[config.mk]
export PLATFORM = sky130hd
export DESIGN_NAME = vga_pattern_gen
export DESIGN_NICKNAME = d
export VERILOG_FILES = /design/src/rtl/vga_pkg.sv /design/src/rtl/vga_axis_counter.sv /design/src/rtl/vga_pattern_gen.sv
export SDC_FILE = /design/constraint.sdc
export NUM_CORES = 1
export LEC_CHECK = 0
export CORE_MARGIN = 5
export CORE_UTILIZATION = 52
export DETAILED_ROUTE_END_ITERATION = 12
export GPL_ROUTABILITY_DRIVEN = 0
export GPL_TIMING_DRIVEN = 0
export HOLD_SLACK_MARGIN = 0.03
export PLACE_DENSITY = 0.86
export SYNTH_ARGS = -nofsm -noshare
export SYNTH_HDL_FRONTEND = slang
export SYNTH_SLANG_ARGS = --single-unit
[constraint.sdc]
create_clock -name clk_display -period 3.7 [get_ports clk_display]
set_input_delay 0.555 -clock clk_display [delete_from_list [all_inputs] [get_ports clk_display]]
set_output_delay 0.555 -clock clk_display [all_outputs]
set_load 0.05 [all_outputs]
[src/rtl/vga_pkg.sv]
// Shared definitions for the VGA pattern generator: pattern modes,
// default 640x480 timing and the colour-bar palette.
package vga_pkg;

  typedef enum logic [1:0] {
    MODE_SPLIT   = 2'd0,
    MODE_SOLID   = 2'd1,
    MODE_BARS    = 2'd2,
    MODE_CHECKER = 2'd3
  } mode_e;

  // Default 640x480@60 timing, in pixels and lines.
  localparam int DEF_H_ACTIVE = 640;
  localparam int DEF_H_FP     = 16;
  localparam int DEF_H_SYNC   = 96;
  localparam int DEF_H_BP     = 48;
  localparam int DEF_V_ACTIVE = 480;
  localparam int DEF_V_FP     = 10;
  localparam int DEF_V_SYNC   = 2;
  localparam int DEF_V_BP     = 33;

  // Width of the column/line counters.
  localparam int CNT_W = 12;

  // Colour bars, left to right.
  localparam logic [23:0] COL_WHITE   = 24'hFFFFFF;
  localparam logic [23:0] COL_YELLOW  = 24'hFFFF00;
  localparam logic [23:0] COL_CYAN    = 24'h00FFFF;
  localparam logic [23:0] COL_GREEN   = 24'h00FF00;
  localparam logic [23:0] COL_MAGENTA = 24'hFF00FF;
  localparam logic [23:0] COL_RED     = 24'hFF0000;
  localparam logic [23:0] COL_BLUE    = 24'h0000FF;
  localparam logic [23:0] COL_BLACK   = 24'h000000;

  function automatic logic [23:0] bar_colour(input logic [2:0] idx);
    logic [23:0] c;
    case (idx)
      3'd0:    c = COL_WHITE;
      3'd1:    c = COL_YELLOW;
      3'd2:    c = COL_CYAN;
      3'd3:    c = COL_GREEN;
      3'd4:    c = COL_MAGENTA;
      3'd5:    c = COL_RED;
      3'd6:    c = COL_BLUE;
      default: c = COL_BLACK;
    endcase
    return c;
  endfunction

endpackage

[src/rtl/vga_axis_counter.sv]
// One raster axis: counts 0..LEN-1 on enabled cycles and flags the step
// from LEN-1 back to 0 so the next axis can advance on the same edge.
module vga_axis_counter
  import vga_pkg::*;
#(
  parameter int LEN = 800
) (
  input  logic             clk_display,
  input  logic             rst_n,
  input  logic             en,
  output logic [CNT_W-1:0] cnt,
  output logic             wrap
);

  localparam logic [CNT_W-1:0] LAST = CNT_W'(LEN - 1);

  // Wrap is combinational so the downstream axis steps on this same edge.
  assign wrap = en && (cnt == LAST);

  // Position register: advance on enable, return to 0 after the last value.
  always_ff @(posedge clk_display or negedge rst_n) begin
    if (!rst_n) begin
      cnt <= '0;
    end else if (en) begin
      cnt <= (cnt == LAST) ? '0 : cnt + CNT_W'(1);
    end
  end

endmodule

[src/rtl/vga_pattern_gen.sv]
// VGA timing and test-pattern generator. Every output is registered one
// cycle after the raster position it describes, so sync, de, position,
// colour and pulses stay aligned. The pattern mode is latched only when
// the raster steps to (0,0); colours apply immediately.
// Optional feature: define VGA_FRAME_CNT_EN to build the completed-frame
// counter; otherwise frame_cnt is constant 0.
module vga_pattern_gen
  import vga_pkg::*;
#(
  parameter int H_ACTIVE = DEF_H_ACTIVE,
  parameter int H_FP     = DEF_H_FP,
  parameter int H_SYNC   = DEF_H_SYNC,
  parameter int H_BP     = DEF_H_BP,
  parameter int V_ACTIVE = DEF_V_ACTIVE,
  parameter int V_FP     = DEF_V_FP,
  parameter int V_SYNC   = DEF_V_SYNC,
  parameter int V_BP     = DEF_V_BP,
  parameter int SYNC_POL = 0,
  parameter int SPLIT_X  = 320
) (
  input  logic        clk_display,
  input  logic        rst_n,
  input  logic        en,
  input  logic [1:0]  mode,
  input  logic [23:0] fg_rgb,
  input  logic [23:0] bg_rgb,
  output logic        hsync,
  output logic        vsync,
  output logic        de,
  output logic [11:0] sx,
  output logic [11:0] sy,
  output logic [23:0] rgb,
  output logic        line_start,
  output logic        frame_start,
  output logic [15:0] frame_cnt
);

  localparam int H_TOTAL = H_ACTIVE + H_FP + H_SYNC + H_BP;
  localparam int V_TOTAL = V_ACTIVE + V_FP + V_SYNC + V_BP;
  localparam int BAR_W   = H_ACTIVE / 8;

  localparam logic [CNT_W-1:0] H_ACT_END = CNT_W'(H_ACTIVE);
  localparam logic [CNT_W-1:0] H_SYNC_B  = CNT_W'(H_ACTIVE + H_FP);
  localparam logic [CNT_W-1:0] H_SYNC_E  = CNT_W'(H_ACTIVE + H_FP + H_SYNC);
  localparam logic [CNT_W-1:0] V_ACT_END = CNT_W'(V_ACTIVE);
  localparam logic [CNT_W-1:0] V_SYNC_B  = CNT_W'(V_ACTIVE + V_FP);
  localparam logic [CNT_W-1:0] V_SYNC_E  = CNT_W'(V_ACTIVE + V_FP + V_SYNC);
  localparam logic [CNT_W-1:0] SPLIT_COL = CNT_W'(SPLIT_X);
  localparam logic [CNT_W-1:0] BARS_END  = CNT_W'(8 * BAR_W);
  localparam logic             SYNC_ON   = (SYNC_POL != 0);

  logic [CNT_W-1:0] h, v;
  logic             h_wrap, v_wrap;
  mode_e            mode_q;
  logic             de_nxt, hs_nxt, vs_nxt;
  logic [2:0]       bar_idx;
  logic [23:0]      pix;

  vga_axis_counter #(.LEN(H_TOTAL)) u_h_cnt (
    .clk_display (clk_display),
    .rst_n       (rst_n),
    .en          (en),
    .cnt         (h),
    .wrap        (h_wrap)
  );

  vga_axis_counter #(.LEN(V_TOTAL)) u_v_cnt (
    .clk_display (clk_display),
    .rst_n       (rst_n),
    .en          (h_wrap),
    .cnt         (v),
    .wrap        (v_wrap)
  );

  // Latch the requested pattern only on the step into a new frame.
  always_ff @(posedge clk_display or negedge rst_n) begin
    if (!rst_n) begin
      mode_q <= MODE_SPLIT;
    end else if (v_wrap) begin
      mode_q <= mode_e'(mode);
    end
  end

  // Raster-region decode for the current counter position.
  always_comb begin
    de_nxt = (h < H_ACT_END) && (v < V_ACT_END);
    hs_nxt = (h >= H_SYNC_B) && (h < H_SYNC_E);
    vs_nxt = (v >= V_SYNC_B) && (v < V_SYNC_E);
  end

  // Bar index: smallest bar whose right edge lies beyond the column.
  always_comb begin
    bar_idx = 3'd7;
    for (int i = 7; i >= 0; i--) begin
      if (h < CNT_W'((i + 1) * BAR_W)) bar_idx = 3'(i);
    end
  end

  // Pattern colour for the current column/line under the latched mode.
  always_comb begin
    pix = COL_BLACK;
    case (mode_q)
      MODE_SPLIT:   pix = (h < SPLIT_COL) ? bg_rgb : fg_rgb;
      MODE_SOLID:   pix = fg_rgb;
      MODE_BARS:    pix = (h < BARS_END) ? bar_colour(bar_idx) : COL_BLACK;
      MODE_CHECKER: pix = (h[5] ^ v[5]) ? bg_rgb : fg_rgb;
      default:      pix = COL_BLACK;
    endcase
  end

  // Output register: capture on enabled cycles, hold otherwise (pulses drop).
  always_ff @(posedge clk_display or negedge rst_n) begin
    if (!rst_n) begin
      hsync       <= ~SYNC_ON;
      vsync       <= ~SYNC_ON;
      de          <= 1'b0;
      sx          <= '0;
      sy          <= '0;
      rgb         <= '0;
      line_start  <= 1'b0;
      frame_start <= 1'b0;
    end else if (en) begin
      hsync       <= hs_nxt ? SYNC_ON : ~SYNC_ON;
      vsync       <= vs_nxt ? SYNC_ON : ~SYNC_ON;
      de          <= de_nxt;
      sx          <= h;
      sy          <= v;
      rgb         <= de_nxt ? pix : COL_BLACK;
      line_start  <= (h == '0);
      frame_start <= (h == '0) && (v == '0);
    end else begin
      line_start  <= 1'b0;
      frame_start <= 1'b0;
    end
  end

`ifdef VGA_FRAME_CNT_EN
  logic started;

  // Count frames completed since reset; the first frame_start after reset
  // only marks the beginning, each later one closes a frame.
  always_ff @(posedge clk_display or negedge rst_n) begin
    if (!rst_n) begin
      frame_cnt <= '0;
      started   <= 1'b0;
    end else if (en && (h == '0) && (v == '0)) begin
      if (started) frame_cnt <= frame_cnt + 16'd1;
      started <= 1'b1;
    end
  end
`else
  assign frame_cnt = '0;
`endif

endmodule

==> impl_metrics.csv, run 1 <==
group,metric,value,unit
global_routing,grt_pass1_wl,18.5,mm
timing,setup_viol_count_final,0,
worst_setup_path,timing.critical_path.fanout_max,10,
min_path,hp-class,"input pin to async pin",
die,core.rowCount,33,
route,drc,0,
clocking,clock_tree.htree_level_count,3,
worst_setup_path,worst_r2r_startpoint,"u_v_cnt.cnt[5]$_DFFE_PN0P_",
clocking,worst_setup_hold_path_clk_slew,90,ps
timing,grt_setup_unrepaired,"false",
worst_setup_path,end_of_the_worst_register_to_register_path,"rgb[22]$_DFFE_PN0P_",
global_routing,grt_pass1_vias,3767,
yosys,yosys_warnings,0,
yosys,netlist_area,0.00435,sq mm
final_layout,final_area,0.00584,sq mm
route,detailedRoute.firstIterationViolations,278,
final_layout,post_route_cells_drive_above_1_share,0.159,
global_routing,antenna_found_initial,0,
placed_design,place_ws,1330,ps
flow_run,cap_violations,0,
worst_setup_path,crit_arrival,2660,ps
worst_setup_path,critPathRequiredTime,3930,ps
final_layout,fillers,609,
timing,min_period,2420,ps
timing,finalCritPeriodShare,0.655,
yosys,avgSynthCellArea,10.3,sq um
die,die_width,101,um
route,route.vias.total,3838,
timing,final-hold-violation-count,0,
yosys,synth_top_flop_cell,"dfrtp_1",
timing,finalMaxSlewViolations,0,
route,detail-route-antenna-nets,0,
die,initial_core_util,0.532,
timing,fmax,412,MHz
power_and_ir_drop,comb_power_share,0.228,
timing,fin_skew,8.16,ps
worst_setup_path,worstRegToRegCells,7,
power_and_ir_drop,cell_leakage_power,2.50,nW
final_layout,fin_util,0.715,
yosys,synth_edf_count,0,
route,detail_route.wirelength,11.7,mm
power_and_ir_drop,share_seq_of_total_power,0.424,
die,die_h,101,um
timing,tightestPinTransition,741,ps
final_layout,syn2layout_area_growth,34.3,%
clocking,clock-root-buffer,"clkbuf_8",
clocking,cts_num_sinks,79,
placed_design,port-buffer-count,104,
worst_setup_path,regToRegSetupSlack,1280,ps
status,outcome,"finished, final reports clean",
clocking,clock_tree_from_tritoncts,"built",
worst_setup_path,endpoint_kind,"flop",
route,vias_per_cell,5.78,
power_and_ir_drop,clock_power_share,0.348,
clocking,ctsHoldBuffers,0,
yosys,synth.yosys.seq_area_share,0.455,
clocking,cts_buffer_depth,2,
clocking,cts_post_setup_buffers_inserted,0,
timing,finalWorstSetupSlack,1280,ps
route,drtPass1Iterations,5,
die,die_area,0.0103,sq mm
final_layout,num_antenna_cells,0,
power_and_ir_drop,cellPowerDensity,387,mW/mm^2
placed_design,placed_cell_area,0.00560,sq mm
yosys,ys_ff_latch,79,
route,routedWlPerCell,17.6,um
power_and_ir_drop,power.switching_fraction,0.306,
power_and_ir_drop,vdd_ir_max,0.000364,V
clocking,insertion_delay,360,ps
clocking,num_cts_buffers,9,
yosys,async_flop_share,1.00,
power_and_ir_drop,net-switching-power,692,uW
power_and_ir_drop,internal_power_contribution,1.57,mW
timing,fin_hold_ws,163,ps
global_routing,grt_start_max_net_pins,42,
die,coreArea,0.00818,sq mm
yosys,post_synth_num_cell_types,56,
worst_setup_path,timing_worst_setup_path_type,"flop to flop",
global_routing,groute.usage.overall,0.228,
clocking,post_cts_resized,0,
worst_setup_path,startpoint_type,"flop",
yosys,syn-instance-count,423,
placed_design,hpwl,8.51,mm
die,num_io_pins,122,
timing,timing.max_slew.rel_slack,0.504,
final_layout,final_net_count,611,
global_routing,grt-ovfl-total,0,
==> how the worst max path moves through the flow <==
stage                          startpoint                   to  depth (start not counted)
2_1_floorplan                          en   rgb[0]$_DFFE_PN0P_                          8
4_1_cts        u_v_cnt.cnt[5]$_DFFE_PN0P_  rgb[22]$_DFFE_PN0P_                          7
6_report       u_v_cnt.cnt[5]$_DFFE_PN0P_  rgb[22]$_DFFE_PN0P_                          7
5_1_grt        u_v_cnt.cnt[5]$_DFFE_PN0P_  rgb[23]$_DFFE_PN0P_                          7
3_5_place_dp   u_v_cnt.cnt[5]$_DFFE_PN0P_  rgb[22]$_DFFE_PN0P_                          7
3_3_place_gp                        rst_n    sx[3]$_DFFE_PN0P_                          1
==> power groups by stage <==
stage | registers, mW | clock network [mW] | logic [mW]
global placement | 0.972 | 0 | 0.493
CTS | 0.958 | 0.793 | 0.514
global route | 0.967 | 0.830 | 0.554
floorplan | 1.06 | 0 | 0.231
detailed placement | 0.974 | 0 | 0.511
finish | 0.959 | 0.787 | 0.515
==> area by class of cell <==
cell class                      count  area [sq um]  area share
Buffer                             43           254      0.0435
Clock buffer                        9           124      0.0212
Timing Repair Buffer              105          1060       0.181
Clock inverter                      7           121      0.0208
Tap cell                          105           131      0.0225
Multi-Input combinational cell    304          2130       0.364
Inverter                           12          45.0     0.00771
Sequential cell                    79          1980       0.339
==> per-stage QoR <==
step / std cells / setup TNS (ps) / power [mW]
after global placement: 647 / -50960 / 1.46
after floorplan: 438 / 0 / 1.29
final: 664 / 0 / 2.26
after detailed placement: 648 / 0 / 1.49
after CTS: 664 / 0 / 2.27
after global routing: 664 / 0 / 2.35
==> synthesized netlist by cell type, drive strengths merged, types with 9 or more instances <==
library cell,instances,share of area
buf,26,0.044
mux2i,9,0.021
a31oi,9,0.024
inv,12,0.010
nor2,36,0.031
xnor2,10,0.020
nor2b,9,0.013
clkbuf,17,0.015
dfrtp,77,0.44
mux2,26,0.067
o22ai,11,0.016
nand2,39,0.034
a211oi,9,0.017
o21ai,22,0.026
a22o,16,0.032
==> critical path, cell delays in order (launching register included) <==
cell,delay (ps)
dfrtp_1,380
buf_2,170
xnor2_1,170
buf_2,210
nor2_1,590
a22oi_1,400
o22ai_1,290
o2bb2ai_1,90
==> state kept, by name (all words and copies together) (netlist names) <==
register and flops:
rgb 24, sx 12, sy 12, u_h_cnt.cnt 12
u_v_cnt.cnt 12, mode_q 2, de 1, frame_start 1
hsync 1, line_start 1, vsync 1
==> metal layers <==
layer	vias up	global-route usage	wire (um)
met2	190	0.368	5690
met5	-	0	0
met4	0	0.0838	206
met3	27	0.0482	965
met1	1863	0.304	4850
li1	1758	-	-
==> cells by family after synthesis <==
group                      after synthesis  share of synthesized area
and+or+nand+nor                        130                      0.146
AOI/OAI and AO/OA                      103                      0.198
DFF                                     79                      0.455
buffers and inverters                   55                     0.0687
muxes                                   35                     0.0880
xor gates and xnor gates                16                     0.0322
adders and majority gates                4                     0.0115
other                                    1                   0.000862
==> cells in the final DEF (no fill, tap or decap), types with 9 or more instances in the layout <==
| master | n |
|---|---|
| nor2b_1 | 9 |
| nor2_1 | 36 |
| o22ai_1 | 11 |
| dfrtp_1 | 77 |
| mux2i_1 | 9 |
| clkdlybuf4s50_1 | 103 |
| xnor2_1 | 10 |
| buf_4 | 18 |
| o21ai_1 | 15 |
| clkbuf_1 | 17 |
| a22o_1 | 16 |
| mux2_2 | 21 |
| clkbuf_8 | 9 |
| nand2_1 | 39 |
| conb_1 | 16 |
| inv_1 | 10 |
No activity file was read; power rests on OpenSTA's default activity.
==> run 2: changes to the inputs <==
CORE_UTILIZATION = 44   (was 52)
PLACE_DENSITY = 0.77   (was 0.86)
clock period = 2.1 ns   (was 3.7 ns; I/O delays follow)
==> run 2 against run 1 <==
  * Clock power rose by 49%
  * Die area increased by 16%
  * Combinational power increased by 72%
  * Cell area up 1.9%
  * Core utilization shrank 10 points
  * Final cell count grew 4.4%
  * Critical path type is now flop to primary output
==> impl_metrics.csv, run 2 (same netlist as run 1, synthesis figures left out) <==
group,metric,value,unit
timing,tightestPinTransition,720,ps
die,core.rowCount,36,
route,detail_route.wirelength,11.9,mm
min_path,whs_path_depth,3,
status,outcome,"finished, final reports clean",
final_layout,largest_register_ffs,24,
timing,finalWorstSetupSlack,81.3,ps
worst_setup_path,endpoint_kind,"primary output",
timing,finalCritPeriodShare,0.961,
die,coreArea,0.00973,sq mm
worst_setup_path,timing.critical_path.fanout_max,2,
route,detail-route-antenna-nets,0,
route,drc,0,
final_layout,fin_util,0.612,
worst_setup_path,cp_slowest_cell,"clkdlybuf4s50_1",
route,route.vias.total,3835,
power_and_ir_drop,cellPowerDensity,633,mW/mm^2
route,vias_per_cell,5.53,
route,drtPass1Iterations,5,
placed_design,placed_cell_area,0.00563,sq mm
power_and_ir_drop,cell_leakage_power,2.53,nW
final_layout,register_with_the_highest_flop_count,"rgb",
final_layout,final_common_cell,"clkdlybuf4s50_1",
placed_design,port-buffer-count,104,
route,detailedRoute.firstIterationViolations,209,
worst_setup_path,worst_r2r_startpoint,"u_v_cnt.cnt[5]$_DFFE_PN0P_",
die,initial_core_util,0.447,
worst_setup_path,slowest_delay,800,ps
min_path,min_from,"en",
global_routing,grt_pass1_vias,3869,
timing,fin_skew,13.0,ps
flow_run,cap_violations,0,
min_path,hp-class,"input pin to flop",
clocking,worst_setup_hold_path_clk_slew,90,ps
clocking,clock-root-buffer,"clkbuf_8",
worst_setup_path,cpLargestDelayFamily,"buffers and inverters",
worst_setup_path,worstRegToRegCells,5,
worst_setup_path,critical_path_buf_inv_count,1,
timing,setup_viol_count_final,0,
clocking,clock_tree.htree_level_count,3,
worst_setup_path,startpoint_type,"flop",
power_and_ir_drop,vdd_ir_max,0.000511,V
timing,timing.max_slew.rel_slack,0.520,
final_layout,fillers,834,
timing,min_period,2020,ps
placed_design,place_inst,676,
final_layout,layout.cells.most_common_list,"103 x clkdlybuf4s50_1, 77 x dfrtp_1, 39 x nand2_1",
global_routing,groute.usage.overall,0.199,
global_routing,antenna_found_initial,0,
placed_design,hpwl,8.63,mm
worst_setup_path,regToRegSetupSlack,80,ps
timing,finalMaxSlewViolations,0,
global_routing,grt-ovfl-total,0,
final_layout,fin_cells,693,
clocking,cts_buffer_depth,2,
route,routedWlPerCell,17.1,um
worst_setup_path,path_cells,"clkdlybuf4s50_1",
placed_design,place_ws,-260,ps
die,num_io_pins,122,
min_path,hold_end,"u_h_cnt.cnt[4]$_DFFE_PN0P_",
final_layout,syn2layout_area_growth,36.9,%
die,die_h,109,um
clocking,insertion_delay,360,ps
final_layout,num_antenna_cells,0,
timing,grt_setup_unrepaired,"false",
clocking,clock_tree_from_tritoncts,"built",
final_layout,post_route_cells_drive_above_1_share,0.180,
timing,final-hold-violation-count,0,
clocking,num_cts_buffers,9,
global_routing,grt_pass1_wl,18.9,mm
worst_setup_path,end_of_the_worst_register_to_register_path,"mode_q[1]$_DFFE_PN0P_",
final_layout,final_net_count,612,
clocking,cts_num_sinks,79,
worst_setup_path,crit_arrival,1700,ps
die,die_area,0.0120,sq mm
die,die_width,109,um
global_routing,grt_start_max_net_pins,44,
final_layout,final_area,0.00595,sq mm
timing,fmax,495,MHz
worst_setup_path,critPathRequiredTime,1780,ps
worst_setup_path,timing_worst_setup_path_type,"flop to primary output",
run 2: repair_timing:
item                                   CTS  global route
gates resized for setup                  9            13
setup endpoints to repair               22            33
endpoints found under the hold margin   35             0
pin swaps                                1             4
buffers inserted                         1             1
hold buffers                             1             0
run 2: metrics by stage:
step	total power [mW]	setup TNS (ps)	hold WS, ps
6_report	3.77	0	390
2_1_floorplan	2.28	0	19.4
3_3_place_gp	2.59	-161380	472
3_5_place_dp	2.62	-2200	318
4_1_cts	3.80	0	387
5_1_grt	3.94	0	396
run 2: worst max-delay path by stage:
stage | start | end | slack [ps] | depth (start not counted)
global placement | rst_n | sy[6]$_DFFE_PN0P_ | -2060 | 1
finish | vsync$_DFFE_PN1P_ | vsync | 80 | 1
detailed placement | u_v_cnt.cnt[5]$_DFFE_PN0P_ | rgb[17]$_DFFE_PN0P_ | -260 | 7
global route | u_v_cnt.cnt[9]$_DFFE_PN0P_ | rgb[5]$_DFFE_PN0P_ | 2 | 6
CTS | u_v_cnt.cnt[9]$_DFFE_PN0P_ | rgb[5]$_DFFE_PN0P_ | 3 | 7
floorplan | u_v_cnt.cnt[9]$_DFFE_PN0P_ | rgb[0]$_DFFE_PN0P_ | 140 | 7
run 2: routing by layer:
layer	routed length [um]	part of all wire	global-route usage
met1	5070	0.43	0.255
met2	5680	0.48	0.336
met3	902	0.076	0.0352
met4	216	0.018	0.0730
met5	0	0	0
run 2: cell type report:
type | instances | area (sq um) | area share
buffer | 41 | 253 | 0.0424
clock buffer | 9 | 124 | 0.0208
clock inverter | 7 | 78.8 | 0.0132
inverter | 12 | 45.0 | 0.00756
multi-input combinational | 304 | 2210 | 0.372
sequential | 79 | 1980 | 0.332
tap | 133 | 166 | 0.0279
timing repair buffer | 108 | 1100 | 0.184
run 2: report_power, final:
group	total (mW)	switching, mW	leakage, nW	internal, mW
clock	1.17	0.606	0.105	0.564
combinational	0.888	0.528	1.38	0.360
sequential	1.71	0.0982	1.05	1.61
==> patch (settings of run 2) <==
Register the output `hsync` once more, cleared by the reset; this adds one clock of latency there. The other outputs are not delayed to match.
--- a/src/rtl/vga_pattern_gen.sv
+++ b/src/rtl/vga_pattern_gen.sv
@@ -48,6 +48,8 @@
   localparam logic [CNT_W-1:0] SPLIT_COL = CNT_W'(SPLIT_X);
   localparam logic [CNT_W-1:0] BARS_END  = CNT_W'(8 * BAR_W);
   localparam logic             SYNC_ON   = (SYNC_POL != 0);
+
+  logic hsync_s0;
 
   logic [CNT_W-1:0] h, v;
   logic             h_wrap, v_wrap;
@@ -111,7 +113,7 @@
   // Output register: capture on enabled cycles, hold otherwise (pulses drop).
   always_ff @(posedge clk_display or negedge rst_n) begin
     if (!rst_n) begin
-      hsync       <= ~SYNC_ON;
+      hsync_s0    <= ~SYNC_ON;
       vsync       <= ~SYNC_ON;
       de          <= 1'b0;
       sx          <= '0;
@@ -120,7 +122,7 @@
       line_start  <= 1'b0;
       frame_start <= 1'b0;
     end else if (en) begin
-      hsync       <= hs_nxt ? SYNC_ON : ~SYNC_ON;
+      hsync_s0    <= hs_nxt ? SYNC_ON : ~SYNC_ON;
       vsync       <= vs_nxt ? SYNC_ON : ~SYNC_ON;
       de          <= de_nxt;
       sx          <= h;
@@ -152,5 +154,13 @@
   assign frame_cnt = '0;
 `endif
 
+  always_ff @(posedge clk_display or negedge rst_n) begin
+    if (!rst_n) begin
+      hsync <= '0;
+    end else begin
+      hsync <= hsync_s0;
+    end
+  end
+
 endmodule
 
Formal check against the unedited RTL: not equivalent (Yosys sat finds a counterexample within 4 cycles, from zero or initial values and one cycle with rst_n low).
==> patch against run 2 <==
- sequential power about the same
- power up 3.2%
- wire length is 3.0% higher
- global-route usage up 0.41 points
- count of clock-buffer cells in the layout up 1
- critical path depth increased by 5
- hold slack better by 5.9 ps
- synthesized area up 0.58%
- worst setup slack lost 18 ps
- design area rose by 1.3%
- die area increased by 0.52%
- sequential cell count up 1
- critical path type is now flip-flop to flip-flop
==> patch: results (changes against run 2) <==
| Metric | Value |
|---|---|
| Detailed Routing Iterations Pass 1 | 4 (-1) |
| Synth Area in Compound Gates | 0.1965 (-0.001130) |
| Number of synthesis warnings | 0 (unchanged) |
| Hold_sp | hsync_s0 |
| Outcome | complete, no violations |
| Slew @ Worst Pin | 675.1 ps (-44.88 ps) |
| Layout cells sized above 1 | 0.1890 (+0.008689) |
| Critical-path top delay cell | or4_4 |
| First-pass GRT wire length | 19.24 mm (+2.0%) |
| Final Skew | 10.51 ps (-2.491 ps) |
| Pre-CTS setup slack | -217.0 ps (+42.95 ps) |
| Adder-cell area share of the yosys netlist | 0.01144 (-0.00006579) |
| Crit-path max FO | 10 (+8) |
| Post-DP HPWL | 8.899 mm (+3.1%) |
| Total Routed Length | 12.23 mm (+3.0%) |
| Vias in the first global route | 3,845 (-0.62%) |
| Crit path from | u_v_cnt.cnt[9] |
| Post-synthesis mux area share | 0.08750 (-0.0005033) |
| Hold Path Class | flip-flop to flip-flop |
| NumNets Final | 618 (+0.98%) |
| Critical path data arrival time | 2330 ps (+630 ps) |
| Final instance area | 6033 um2 (+1.3%) |
| Post-DR vias/cell | 5.412 (-2.2%) |
| Leak | 2.558 nW (+1.1%) |
| XOR/XNOR share of the synthesized area | 0.03203 (-0.0001842) |
| Critical path class | flip-flop to flip-flop |
| # placed instances | 677 (+0.15%) |
| Clock Tree Buf Depth | 2 (unchanged) |
| Syn Area/Cell | 10.32 um2 (+0.34%) |
| Crit-path max cell delay | 530 ps (-270 ps) |
| Sequential cell area fraction in the yosys report | 0.4581 (+0.003117) |
| Largest cells by area after synthesis | dfrtp_1 (45%), mux2_2 (5.4%), nand2_1 (3.3%), a22o_1 (3.2%), nor2_1 (3.1%) |
| Worst-case vdd ir drop | 0.6587 mV (+29%) |
| Total GRT Usage | 0.2028 (+0.004070) |
| Post-DP Area | 5657 um2 (+0.44%) |
| Top cell types by occurrence after synthesis | dfrtp_1 (78), nand2_1 (39), nor2_1 (36), mux2_2 (21) |
| Iteration-0 DRC Markers | 204 (-2.4%) |
| Fill count | 820 (-1.7%) |
| Antenna diodes | 0 (unchanged) |
| Layout Cells excl Fill | 699 (+0.87%) |
-- patch: area by class of cell --
type / instances / share of cell area
tap: 133 / 0.02758
clock inverter: 6 / 0.01535
inverter: 12 / 0.007466
buffer: 42 / 0.04251
timing repair buffer: 111 / 0.1854
multi-input combinational: 305 / 0.3683
clock buffer: 10 / 0.02115
sequential: 80 / 0.3322
-- patch: worst paths after layout --
path	cells after the start	to	slack [ps]
setup reg to reg	6	rgb[8]	60
hold / removal	0	hsync	400
min in group asynchronous	2	rgb[2]	470
setup / recovery	6	rgb[8]	60
hold reg to reg	0	hsync	400
max in group asynchronous	3	vsync	980
-- patch: cell families (layout without fill, tap and decap cells) --
kind of cell,count (synthesis),after routing
buffers and inverters,55,181
adders and majority gates,4,4
other,1,16
xor gates and xnor gates,16,16
and+or+nand+nor,130,131
DFF,80,80
muxes,35,35
AOI/OAI and AO/OA,103,103
-- patch: routing by layer --
metal	global-route usage	part of all wire	vias to the layer above
met5	0	0	-
met2	0.3326	0.48	142
met3	0.05344	0.083	16
met4	0.05254	0.014	0
li1	-	-	1779
met1	0.2670	0.42	1846
-- patch: power by group --
| group | internal (W) | total (W) | switching, W |
|---|---|---|---|
| Sequential | 0.00163 | 0.00171 | 0.0000790 |
| Combinational | 0.000367 | 0.000923 | 0.000557 |
| Clock | 0.000676 | 0.00126 | 0.000580 |
-- patch: what timing repair did --
item / CTS / global route
gates resized for setup: 8 / 17
hold buffers: 1 / 0
setup endpoints to repair: 22 / 34
endpoints found under the hold margin: 36 / 0
cloned: 0 / 1
pin swaps: 2 / 6
buffers inserted: 1 / 4
-- patch: worst max-delay path, delay by kind of cell (launching register included) --
kind / cells / cell delay, ps
simple gates: 2 / 930
flops: 1 / 380
compound gates: 2 / 360
buf+inv: 2 / 310
